### config.mk
export PLATFORM = sky130hd
export DESIGN_NAME = sound_seq
export DESIGN_NICKNAME = d
export VERILOG_FILES = /design/src/rtl/sound_pkg.sv /design/src/rtl/sound_seq_tone_gen.sv /design/src/rtl/sound_seq.sv
export SDC_FILE = /design/constraint.sdc
export NUM_CORES = 1
export LEC_CHECK = 0
export CAP_MARGIN = 20
export CELL_PAD_IN_SITES_DETAIL_PLACEMENT = 1
export CELL_PAD_IN_SITES_GLOBAL_PLACEMENT = 1
export CORE_AREA = 4 4 86 88
export CTS_BUF_LIST = sky130_fd_sc_hd__clkbuf_16
export CTS_CLUSTER_SIZE = 30
export DETAILED_ROUTE_END_ITERATION = 6
export DIE_AREA = 0 0 90 92
export PLACE_DENSITY_LB_ADDON = 0.3
export SKIP_CTS_REPAIR_TIMING = 1
export SYNTH_ARGS = -nofsm -noshare
export SYNTH_HDL_FRONTEND = slang
export SYNTH_SLANG_ARGS = --single-unit
export TNS_END_PERCENT = 1
### constraint.sdc
create_clock -name clk -period 5.1 [get_ports clk]
set_clock_uncertainty 0.2 [all_clocks]
set_input_delay 0.765 -clock clk [delete_from_list [all_inputs] [get_ports clk]]
set_output_delay 0.765 -clock clk [all_outputs]
set_load 0.03 [all_outputs]
### src/rtl/sound_pkg.sv
// Shared constants, state encoding and timing helpers for the sound sequencer.
package sound_pkg;

    localparam logic [1:0] CODE_PING = 2'd0;
    localparam logic [1:0] CODE_PONG = 2'd1;
    localparam logic [1:0] CODE_GO   = 2'd2;
    localparam logic [1:0] CODE_STOP = 2'd3;

    typedef enum logic [1:0] {
        IDLE  = 2'd0,
        NOTE1 = 2'd1,
        GAP   = 2'd2,
        NOTE2 = 2'd3
    } state_t;

    localparam int F_PING = 1000;
    localparam int F_PONG = 500;
    localparam int F_LOW  = 440;
    localparam int F_HIGH = 880;

    function automatic int ms_cycles(input int clk_hz, input int ms);
        return ms * (clk_hz / 1000);
    endfunction

    function automatic int half_period(input int clk_hz, input int freq);
        return clk_hz / (2 * freq);
    endfunction

    function automatic int max2(input int a, input int b);
        return (a > b) ? a : b;
    endfunction

    // go and stop are the only two-note programs.
    function automatic logic is_two_note(input logic [1:0] code);
        return (code == CODE_GO) || (code == CODE_STOP);
    endfunction

endpackage

### src/rtl/sound_seq_tone_gen.sv
// Square-wave generator: loadable half-period down-counter with a toggling output.
module tone_gen #(
    parameter int HP_W = 8
) (
    input  logic            clk,
    input  logic            clr,
    input  logic            load,
    input  logic [HP_W-1:0] hp_val,
    input  logic            run,
    output logic            sq
);

    logic [HP_W-1:0] hp_reg;
    logic [HP_W-1:0] cnt_reg;
    logic            sq_reg;

    always_ff @(posedge clk or negedge clr) begin
        if (!clr) begin
            hp_reg  <= '0;
            cnt_reg <= '0;
            sq_reg  <= 1'b0;
        end else if (load) begin
            hp_reg  <= hp_val;
            cnt_reg <= hp_val;
            sq_reg  <= 1'b1;
        end else if (run) begin
            if (cnt_reg == '0) begin
                cnt_reg <= hp_reg;
                sq_reg  <= ~sq_reg;
            end else begin
                cnt_reg <= cnt_reg - HP_W'(1);
            end
        end else begin
            cnt_reg <= '0;
            sq_reg  <= 1'b0;
        end
    end

    assign sq = sq_reg;

endmodule

### src/rtl/sound_seq.sv
// Tone-program sequencer driving a piezo pin from numbers' code_sound/mute.
// Build option SOUND_QUEUE_EN: queue one pending program instead of preempting.
module sound_seq
    import sound_pkg::*;
#(
    parameter int CLK_HZ  = 12_000_000,
    parameter int NOTE_MS = 60,
    parameter int GAP_MS  = 20
) (
    input  logic       clk,
    input  logic       clr,
    input  logic [1:0] code_sound,
    input  logic       mute,
    output logic       spk,
    output logic       busy
);

    localparam int NOTE_CYC = ms_cycles(CLK_HZ, NOTE_MS);
    localparam int GAP_CYC  = ms_cycles(CLK_HZ, GAP_MS);
    localparam int HP_PING  = half_period(CLK_HZ, F_PING);
    localparam int HP_PONG  = half_period(CLK_HZ, F_PONG);
    localparam int HP_LOW   = half_period(CLK_HZ, F_LOW);
    localparam int HP_HIGH  = half_period(CLK_HZ, F_HIGH);

    localparam int DUR_W = $clog2(max2(NOTE_CYC, GAP_CYC));
    localparam int HP_W  = $clog2(max2(max2(HP_PING, HP_PONG), max2(HP_LOW, HP_HIGH)));

    localparam logic [DUR_W-1:0] NOTE_LD    = DUR_W'(NOTE_CYC - 1);
    localparam logic [DUR_W-1:0] GAP_LD     = DUR_W'(GAP_CYC - 1);
    localparam logic [HP_W-1:0]  HP_PING_LD = HP_W'(HP_PING - 1);
    localparam logic [HP_W-1:0]  HP_PONG_LD = HP_W'(HP_PONG - 1);
    localparam logic [HP_W-1:0]  HP_LOW_LD  = HP_W'(HP_LOW - 1);
    localparam logic [HP_W-1:0]  HP_HIGH_LD = HP_W'(HP_HIGH - 1);

    function automatic logic [HP_W-1:0] hp_note(input logic [1:0] code, input logic second);
        case (code)
            CODE_PING: return HP_PING_LD;
            CODE_PONG: return HP_PONG_LD;
            CODE_GO:   return second ? HP_HIGH_LD : HP_LOW_LD;
            default:   return second ? HP_LOW_LD : HP_HIGH_LD;
        endcase
    endfunction

    state_t           state_reg, state_next;
    logic [DUR_W-1:0] dur_reg, dur_next;
    logic [1:0]       code_reg, code_next;
    logic [1:0]       code_q_reg;
    logic             armed_reg;

    logic             sound_event;
    logic             end_now;
    logic             start;
    logic [1:0]       start_code;
    logic             tone_load;
    logic [HP_W-1:0]  tone_hp;
    logic             tone_run;
    logic             sq;

`ifdef SOUND_QUEUE_EN
    logic             pend_vld_reg, pend_vld_next;
    logic [1:0]       pend_code_reg, pend_code_next;
`endif

    // The arming edge loads code_q without an event, so reset never beeps.
    assign sound_event = armed_reg && (code_sound != code_q_reg);

    always_comb begin
        state_next = state_reg;
        dur_next   = dur_reg;
        code_next  = code_reg;
        tone_load  = 1'b0;
        tone_hp    = '0;
        end_now    = 1'b0;
        start      = 1'b0;
        start_code = code_sound;
`ifdef SOUND_QUEUE_EN
        pend_vld_next  = pend_vld_reg;
        pend_code_next = pend_code_reg;
`endif

        case (state_reg)
            NOTE1: begin
                if (dur_reg == '0) begin
                    if (is_two_note(code_reg)) begin
                        state_next = GAP;
                        dur_next   = GAP_LD;
                    end else begin
                        state_next = IDLE;
                        end_now    = 1'b1;
                    end
                end else begin
                    dur_next = dur_reg - DUR_W'(1);
                end
            end
            GAP: begin
                if (dur_reg == '0) begin
                    state_next = NOTE2;
                    dur_next   = NOTE_LD;
                    tone_load  = 1'b1;
                    tone_hp    = hp_note(code_reg, 1'b1);
                end else begin
                    dur_next = dur_reg - DUR_W'(1);
                end
            end
            NOTE2: begin
                if (dur_reg == '0) begin
                    state_next = IDLE;
                    end_now    = 1'b1;
                end else begin
                    dur_next = dur_reg - DUR_W'(1);
                end
            end
            default: ;
        endcase

`ifdef SOUND_QUEUE_EN
        if (sound_event) begin
            if (state_reg == IDLE || end_now) begin
                start         = 1'b1;
                pend_vld_next = 1'b0;
            end else begin
                pend_vld_next  = 1'b1;
                pend_code_next = code_sound;
            end
        end else if (end_now && pend_vld_reg) begin
            start         = 1'b1;
            start_code    = pend_code_reg;
            pend_vld_next = 1'b0;
        end
`else
        start = sound_event;
`endif

        if (start) begin
            state_next = NOTE1;
            code_next  = start_code;
            dur_next   = NOTE_LD;
            tone_load  = 1'b1;
            tone_hp    = hp_note(start_code, 1'b0);
        end

        tone_run = (state_next == NOTE1) || (state_next == NOTE2);
    end

    always_ff @(posedge clk or negedge clr) begin
        if (!clr) begin
            state_reg  <= IDLE;
            dur_reg    <= '0;
            code_reg   <= '0;
            code_q_reg <= '0;
            armed_reg  <= 1'b0;
        end else begin
            state_reg  <= state_next;
            dur_reg    <= dur_next;
            code_reg   <= code_next;
            code_q_reg <= code_sound;
            armed_reg  <= 1'b1;
        end
    end

`ifdef SOUND_QUEUE_EN
    always_ff @(posedge clk or negedge clr) begin
        if (!clr) begin
            pend_vld_reg  <= 1'b0;
            pend_code_reg <= '0;
        end else begin
            pend_vld_reg  <= pend_vld_next;
            pend_code_reg <= pend_code_next;
        end
    end
`endif

    tone_gen #(
        .HP_W(HP_W)
    ) u_tone (
        .clk    (clk),
        .clr    (clr),
        .load   (tone_load),
        .hp_val (tone_hp),
        .run    (tone_run),
        .sq     (sq)
    );

    // Mute gates only the pin; the square-wave phase keeps running underneath.
    assign spk  = sq & ~mute;
    assign busy = (state_reg != IDLE);

endmodule

After elaboration in Yosys (flattened, before gate mapping)
Cells that the tools add are included.

word-level totals
  register bits after elaboration = 56
  latch bits = 0
  memory bits (writable) = 0
  bits in read-only memories = 0
  output and inout port bits = 2
  memories = 0

operators by class
  $add $sub $neg = 2
  multiply operators = 0
  div/mod/pow operators = 0
  magnitude comparators = 0
  equality and inequality tests = 14
  shifts and indexed selects = 0
  multiplexer cells = 26
  bitwise logic cells = 3
  reductions and logical operators = 10

operator list
  operator                                               count
  two-way mux 20 bit                                     5
  two-way mux 14 bit                                     6
  case mux 14 bit (3 select lines)                       2
  case mux 20 bit (3 select lines)                       1
  logical NOT 20 bit                                     1
  subtractor 20 x 1 -> 20 bit, second input constant     1
  logical NOT 14 bit                                     1
  subtractor 14 x 1 -> 14 bit, second input constant     1
  == test 2 bit, second input constant                   6
  two-way mux 2 bit                                      5
  == test 2 x 1 -> 1 bit, second input constant          4
  two-way mux 1 bit                                      6
  case mux 2 bit (3 select lines)                        1
  logical NOT 2 bit                                      2
  inequality test 4 bit, second input constant           1
  nonzero test 4 bit                                     1
  inequality test 3 x 2 -> 1 bit, second input constant  1
  inequality test 3 bit, second input constant           1
  AND reduction 3 bit                                    1
  logical OR 1 bit                                       2
  inequality test 2 bit                                  1
  NOT 1 bit                                              2
  nonzero test 2 bit                                     1
  bitwise AND 1 bit                                      1
  logical AND 1 bit                                      1

Logic depth before layout (Yosys ltp)
Gate-level depths: netlist (run 1).

  word-level depth = 10
  depth in mapped cells = 10

By module
From an unflattened synthesis (run 1), not the netlist that was laid out.

unflattened totals
  cell total of the unflattened synthesis = 377
  area, all modules = 3,457.1 sq um

by module, submodules not included
  module     instances  cells each  area an instance (sq um)  seq. area each (sq um)
  sound_seq  1          229         2,024.4                   675.6
  tone_gen   1          148         1,432.6                   725.7

Worst setup path after synthesis (run 1)
OpenSTA, ideal clock, no wires.

  path type = flip-flop to flip-flop
  start = register dur_reg[0]
  end = register dur_reg[15]
  library setup time = 0.119 ns
  data arrival time = 2.550 ns
  required time = 4.781 ns
  slack = 2.231 ns
  stages on the path, launching flop included = 10
  path through = dfrtp_1 > inv_1 > ha_1 > or4b_1 > buf_2 > or4_4 > buf_6 > o211ai_2 > or4b_1 > and2_1

between the ends
  cells in the longest elaborated chain, start to end = 4

ends and longest elaborated chain
  what                                                                      RTL line                                            source
  from (decl)                                                               sound_seq.sv:45                                     logic [DUR_W-1:0] dur_reg, dur_next;
  from (signal assigned)                                                    sound_seq.sv:154                                    dur_reg <= dur_next;
  subtractor 20 x 1 -> 20 bit / logical NOT 20 bit (equally long branches)  --
  two-way mux 20 bit (on tied branches)                                     sound_seq.sv:106, sound_seq.sv:83, sound_seq.sv:96
  case mux 20 bit (3 select lines)                                          sound_seq.sv:81                                     case (state_reg)
  two-way mux 20 bit                                                        sound_seq.sv:134                                    if (start) begin

Several ways; a longest one is shown, not always the timed one. The select of a mux whose other input is x is not followed.
A chain may end at the register's enable or synchronous reset.

Final worst setup path (run 1)
  start = register dur_reg[0]
  end = register dur_reg[7]

The elaborated chain is that of the path after synthesis.

==> impl_results.md, run 1 <==
- Status: finished, final reports clean
- Pre-CTS setup slack: 1.68 ns
- Io pins: 7
- Initial antenna violation count: 0
- Count leader, synth: dfrtp_1
- R2R Setup Slk: 1.72 ns
- # setup viols final: 0
- Clock root buffer: clkbuf_16
- RSZ-0062 raised after global routing: no
- Final Hold Viols: 0
- Chip Width: 90 um
- Yosys Warn Count: 0
- Antenna Cells: 0
- Worst VDD drop: 0.209 mV
- Post-Syn Area per Cell: 9.04 sq um
- Num rows: 30
- Worst min-delay path class: reg2reg
- Max-slew violation count: 0
- Top cells by count, synth: dfrtp_1 (52), nor2_1 (44), nand2_1 (23)
- Cell taking the most area after synthesis: dfrtp_1
- Area contributors post-synth: dfrtp_1 (38%), ha_1 (6.6%), nor2_1 (4.8%)
- Clk pin slew, worst setup/hold paths: 0.08 ns
- Design Area, Final: 3690 sq um
- Clk sinks: 52
- RD Place Congestion: 0.940
- HP Start: u_tone.hp_reg[0]
- CP Cell Sequence: inv_1 -> ha_1 -> or4b_1 -> or4_4 -> o21ai_1 -> buf_4 -> a2111oi_0 -> mux2_2
- Area Overhead vs Synth: 8.33%
- Die extent in y: 92 um
- DRT iter0 DRCs: 115
- Final std cells w/o fill: 461
- Fill count: 766
- Worst setup EP type: register
- Period minus WS final: 3.38 ns
- Tot GR Track Use: 0.238
- Register area share after synthesis: 0.382
- Leak Pwr: 1.48 nW
- Die Area: 8280 sq um
- Critical Path RT: 5.09 ns
- Post-synth cell types: 67
- Residual DRC count: 0
- Post-route ant nets: 0
- Post-synth ARST share: 1.00
- #FFs+latches synth: 52
- Drt first pass iters: 4
- Area of the mapped netlist: 3410 sq um
- Core ar.: 6640 sq um
- EDFF count, synth: 0
- Worst Setup SP: dur_reg[0]
- Rel. slew slack: 0.445
- Clock tree buffer depth: 2
- HPWL Detailed: 6940 um
- CTS tree: yes
- Worst skew pair latency: 0.30 ns
- Post-Syn Nets: 400
- H-tree depth: 2
- Worst stage delay on the critical path: 0.65 ns
- Reg-to-reg startpoint: dur_reg[0]
- Routed wire per std cell: 21.1 um
- Largest net degree at the start of global routing: 53
- Vias in the first global route: 3,161
- Startpoint Class: register
- Max Cap Viol: 0
- Primary FF master, synth: dfrtp_1
- WP data arrival: 3.38 ns
- Cell Pwr Density: 388 nW/um^2
- Global-route wire length before repair: 16,000 um
- Final net count: 403
- Worst Path Max Fanout: 12
- DP Area: 3530 sq um
- Total gr overflow: 0
- Post-synth top area share: 0.382
- Max reg flops: 20
- Starting density of the core: 0.513
- Vias/cell: 6.47
- Vias: 2,982
- Worst-Margin Slew: 0.826 ns
- Cells after synthesis: 377
- Final worst setup slack: 1.72 ns
- Post-route clock period utilization: 0.664
- Dpl cells: 452
- Num CTS Buffers: 5
- Routed WL: 9720 um
- Port Buffers: 6
- Peak Freq: 0.295 GHz
- Crit Path Class: reg2reg
- Setup TNS: 0 ns
- Share of cells above drive strength 1: 0.0945
- Worst path slowest cell: or4_4
==> report_power, final <==
part	internal, W	switching [W]
Clock	0.000183	0.000163
Sequential	0.000489	0.0000861
Combinational	0.000197	0.000315
==> layout make-up <==
| class | count | area, sq um | area share |
|---|---|---|---|
| multi-input cells | 288 | 1960 | 0.530 |
| flip-flops and latches | 52 | 1300 | 0.352 |
| clock buffers | 5 | 125 | 0.0339 |
| repair buffers | 13 | 111 | 0.0301 |
| well taps | 80 | 100 | 0.0271 |
| inverters | 20 | 75.1 | 0.0203 |
| clock inverters | 3 | 23.8 | 0.00644 |
==> layout by cell type, fill, tap and decap left out, drive strengths merged, types with 2 or more instances in the layout <==
cell	count
a2111oi	5
a211oi	3
a21o	2
a21oi	15
a22o	2
a22oi	3
a31oi	3
and2	2
buf	8
clkbuf	5
clkdlybuf4s50	5
clkinvlp	2
dfrtp	52
ha	18
inv	20
mux2	2
mux2i	6
nand2	23
nand2b	6
nand3	8
nand4	7
nor2	44
nor3	21
nor3b	3
nor4	10
nor4b	3
o2111ai	4
o211ai	8
o21a	3
o21ai	25
o31a	6
o31ai	6
o41ai	3
or2	3
or3	2
or4	9
or4b	4
xnor2	4
xor2	7
==> stage by stage <==
step / power [W] / hold WS (ns) / utilization
2_1_floorplan: 0.000918 / 0.229 / -
3_3_place_gp: 0.00104 / 0.253 / 0.532
3_5_place_dp: 0.00108 / 0.254 / 0.532
4_1_cts: 0.00143 / 0.272 / 0.554
5_1_grt: 0.00152 / 0.301 / 0.556
6_report: 0.00143 / 0.269 / 0.556
==> cells by family (layout without fill, tap and decap cells) <==
family | Yosys count | after routing | synth area share
mux | 8 | 8 | 0.0242
flops | 52 | 52 | 0.382
fa+ha+maj | 18 | 18 | 0.0661
compound gates | 100 | 100 | 0.216
buf+inv | 37 | 41 | 0.0455
simple gates | 150 | 150 | 0.237
other cells | 1 | 1 | 0.00110
xor+xnor | 11 | 11 | 0.0283
==> metal layers <==
metal,share of wire,track usage,routed length (um)
met5,0,0,0
met4,0.024,0.0893,231
met3,0.026,0.0361,255
met2,0.53,0.436,5130
met1,0.42,0.282,4100
==> final timing paths <==
| path | cells past startpoint | endpoint |
|---|---|---|
| hold / removal | 1 | u_tone.hp_reg[0] |
| setup reg to reg | 8 | dur_reg[7] |
| setup / recovery | 8 | dur_reg[7] |
| max in group asynchronous | 2 | dur_reg[10] |
| min in group asynchronous | 2 | dur_reg[16] |
| hold reg to reg | 1 | u_tone.hp_reg[0] |
==> worst max-delay path, delay by kind of cell, from the launching register on <==
family / cells / cell delay [ns]
compound gates: 2 / 0.57
mux: 1 / 0.33
buf+inv: 2 / 0.33
simple gates: 2 / 1.26
fa+ha+maj: 1 / 0.17
flops: 1 / 0.43
(Power assumes the default switching activity.)
==> run 2: changes to the inputs <==
Settings changed: CORE_AREA 4 4 86 88 to 4 4 94 96, DIE_AREA 0 0 90 92 to 0 0 98 100.
Clock period 5.1 ns to 3.1 ns, I/O delays scaled along.
==> impl_results.md, run 2 (synthesized netlist as in run 1, its figures left out) <==
- Worst VDD drop: 0.254 mV (+21%)
- Worst Path Max Fanout: 12 (unchanged)
- # setup viols final: 0 (unchanged)
- Max Cap Viol: 0 (unchanged)
- WP data arrival: 3.00 ns (-0.38 ns)
- Period minus WS final: 3.01 ns (-0.373 ns)
- Global-route wire length before repair: 16,100 um (+1.2%)
- Met1 Use GR: 0.241 (-0.0402)
- Worst path slowest cell: or4_1
- Status: finished, final reports clean
- Final Hold Viols: 0 (unchanged)
- Io pins: 7 (unchanged)
- Antenna Cells: 0 (unchanged)
- Largest net degree at the start of global routing: 22 (-58%)
- Worst Setup SP: dur_reg[8]
- Post-route clock period utilization: 0.971 (+0.308)
- Met3 Use GR: 0.0285 (-0.00760)
- Busiest layer in global routing: met2
- Worst setup EP type: register
- Dpl cells: 501 (+11%)
- Hold WS: 0.275 ns (+0.00602 ns)
- HP Start: u_tone.hp_reg[0]
- Peak Freq: 0.332 GHz (+12%)
- Leak Pwr: 1.63 nW (+9.6%)
- Critical Path RT: 3.09 ns (-2.00 ns)
- HPWL Detailed: 7300 um (+5.3%)
- Fill count: 948 (+24%)
- Area Overhead vs Synth: 16.2%
- Cell Pwr Density: 628 nW/um^2 (+62%)
- Crit Path Class: reg2reg
- CTS tree: yes
- Startpoint Class: register
- CP Cell Sequence: or4_1 -> or4_4 -> nor3_2 -> o32ai_4 -> o41ai_2
- Max reg flops: 20 (unchanged)
- Routed WL: 9670 um (-0.45%)
- Share of cells above drive strength 1: 0.153 (+0.0586)
- Post-route ant nets: 0 (unchanged)
- Num rows: 33 (+10%)
- GR Util met2: 0.371 (-0.0649)
- Routed wire per std cell: 19.0 um (-10%)
- Vias/cell: 5.98 (-7.5%)
- Clock tree buffer depth: 2 (unchanged)
- Drt first pass iters: 4 (unchanged)
- Worst stage delay on the critical path: 0.70 ns (+0.05 ns)
- Final net count: 427 (+6.0%)
- Worst skew pair latency: 0.29 ns (about the same)
- Port Buffers: 6 (unchanged)
- Commonest non-fill, non-tap cell in the layout: dfrtp_1
- Residual DRC count: 0 (unchanged)
- Total gr overflow: 0 (unchanged)
- Vias: 3,052 (+2.3%)
- Final std cells w/o fill: 510 (+11%)
- Rel. slew slack: 0.490 (+0.0442)
- Most frequent cells in the layout: dfrtp_1 (52), nor2_1 (44), buf_4 (29)
- Starting density of the core: 0.423 (-0.0897)
- Max-slew violation count: 0 (unchanged)
- Tot GR Track Use: 0.202 (-0.0366)
- Reg-to-reg startpoint: dur_reg[8]
- Worst-Margin Slew: 0.762 ns (-0.0634 ns)
- H-tree depth: 2 (unchanged)
- Area of the multi-input gates: 1980 sq um (+1.3%)
- RD Place Congestion: 0.897 (-4.5%)
- Die Area: 9800 sq um (+18%)
- DRT iter0 DRCs: 126 (+9.6%)
- Core ar.: 8050 sq um (+21%)
- Final worst setup slack: 0.0892 ns (-1.63 ns)
- Chip Width: 98 um (+8.9%)
- Clock root buffer: clkbuf_16
- Num CTS Buffers: 5 (unchanged)
- Initial antenna violation count: 0 (unchanged)
- Sequential Area: 1300 sq um (unchanged)
- Clk sinks: 52 (unchanged)
- Clk pin slew, worst setup/hold paths: 0.07 ns (about the same)
- Pre-CTS setup slack: 0.0154 ns (-1.66 ns)
- Die extent in y: 100 um (+8.7%)
- Worst min-delay path class: reg2reg
- Vias in the first global route: 3,248 (+2.8%)
run 2: changes by cell type in the layout (fill, tap and decap cells not counted), sizes merged:
cell	before	now
dlygate4sd3	0	1
clkinvlp	2	1
bufinv	0	1
buf	8	31
run 2: power breakdown:
part	total, W	internal, W	switching (W)	leakage [nW]
sequential	0.000936	0.000805	0.000131	0.586
combinational	0.000916	0.000389	0.000528	0.961
clock	0.000635	0.000380	0.000255	0.0798
total	0.00249	0.00157	0.000914	1.63
run 2: final cells by class:
type | instances | share of cell area
Clock buffer | 5 | 0.0316
Clock inverter | 3 | 0.0107
Inverter | 20 | 0.0190
Multi-Input combinational cell | 288 | 0.501
Sequential cell | 52 | 0.328
Tap cell | 105 | 0.0332
Timing Repair Buffer | 37 | 0.0764
run 2: path summary, 6_finish.rpt:
kind | to | slack (ns) | cells past startpoint
max reg2reg | u_tone.cnt_reg[11] | 0.09 | 5
min reg2reg | u_tone.hp_reg[0] | 0.28 | 1
min | u_tone.hp_reg[0] | 0.28 | 1
max | u_tone.cnt_reg[11] | 0.09 | 5
min in group asynchronous | u_tone.cnt_reg[9] | 0.42 | 2
max in group asynchronous | dur_reg[0] | 1.63 | 3
run 2: per-layer routing:
layer / share of wire / up-vias
li1: - / 1448
met1: 0.43 / 1527
met2: 0.52 / 56
met3: 0.026 / 21
met4: 0.024 / 0
met5: 0 / -
run 2: critical path, delay by kind of cell, from the launching register on:
kind	cells	cell delay, ns
simple gates	3	1.67
compound gates	2	0.60
flops	1	0.43
run 2: stage by stage:
stage          total power (W)  instance area, sq um  setup TNS (ns)  utilization
6_report               0.00249                  3960               0        0.492
5_1_grt                0.00265                  3960         -0.0191        0.492
4_1_cts                0.00249                  3930         -0.0136        0.487
3_5_place_dp           0.00185                  3760               0        0.467
3_3_place_gp           0.00181                  3760               0        0.467
2_1_floorplan          0.00151                  3410               0            -
==> run 3: changes to the inputs <==
Settings changed: GPL_ROUTABILITY_DRIVEN set to 0.
==> results of run 3 <==
Final layout, timing and power as in run 2 (identical DEF).
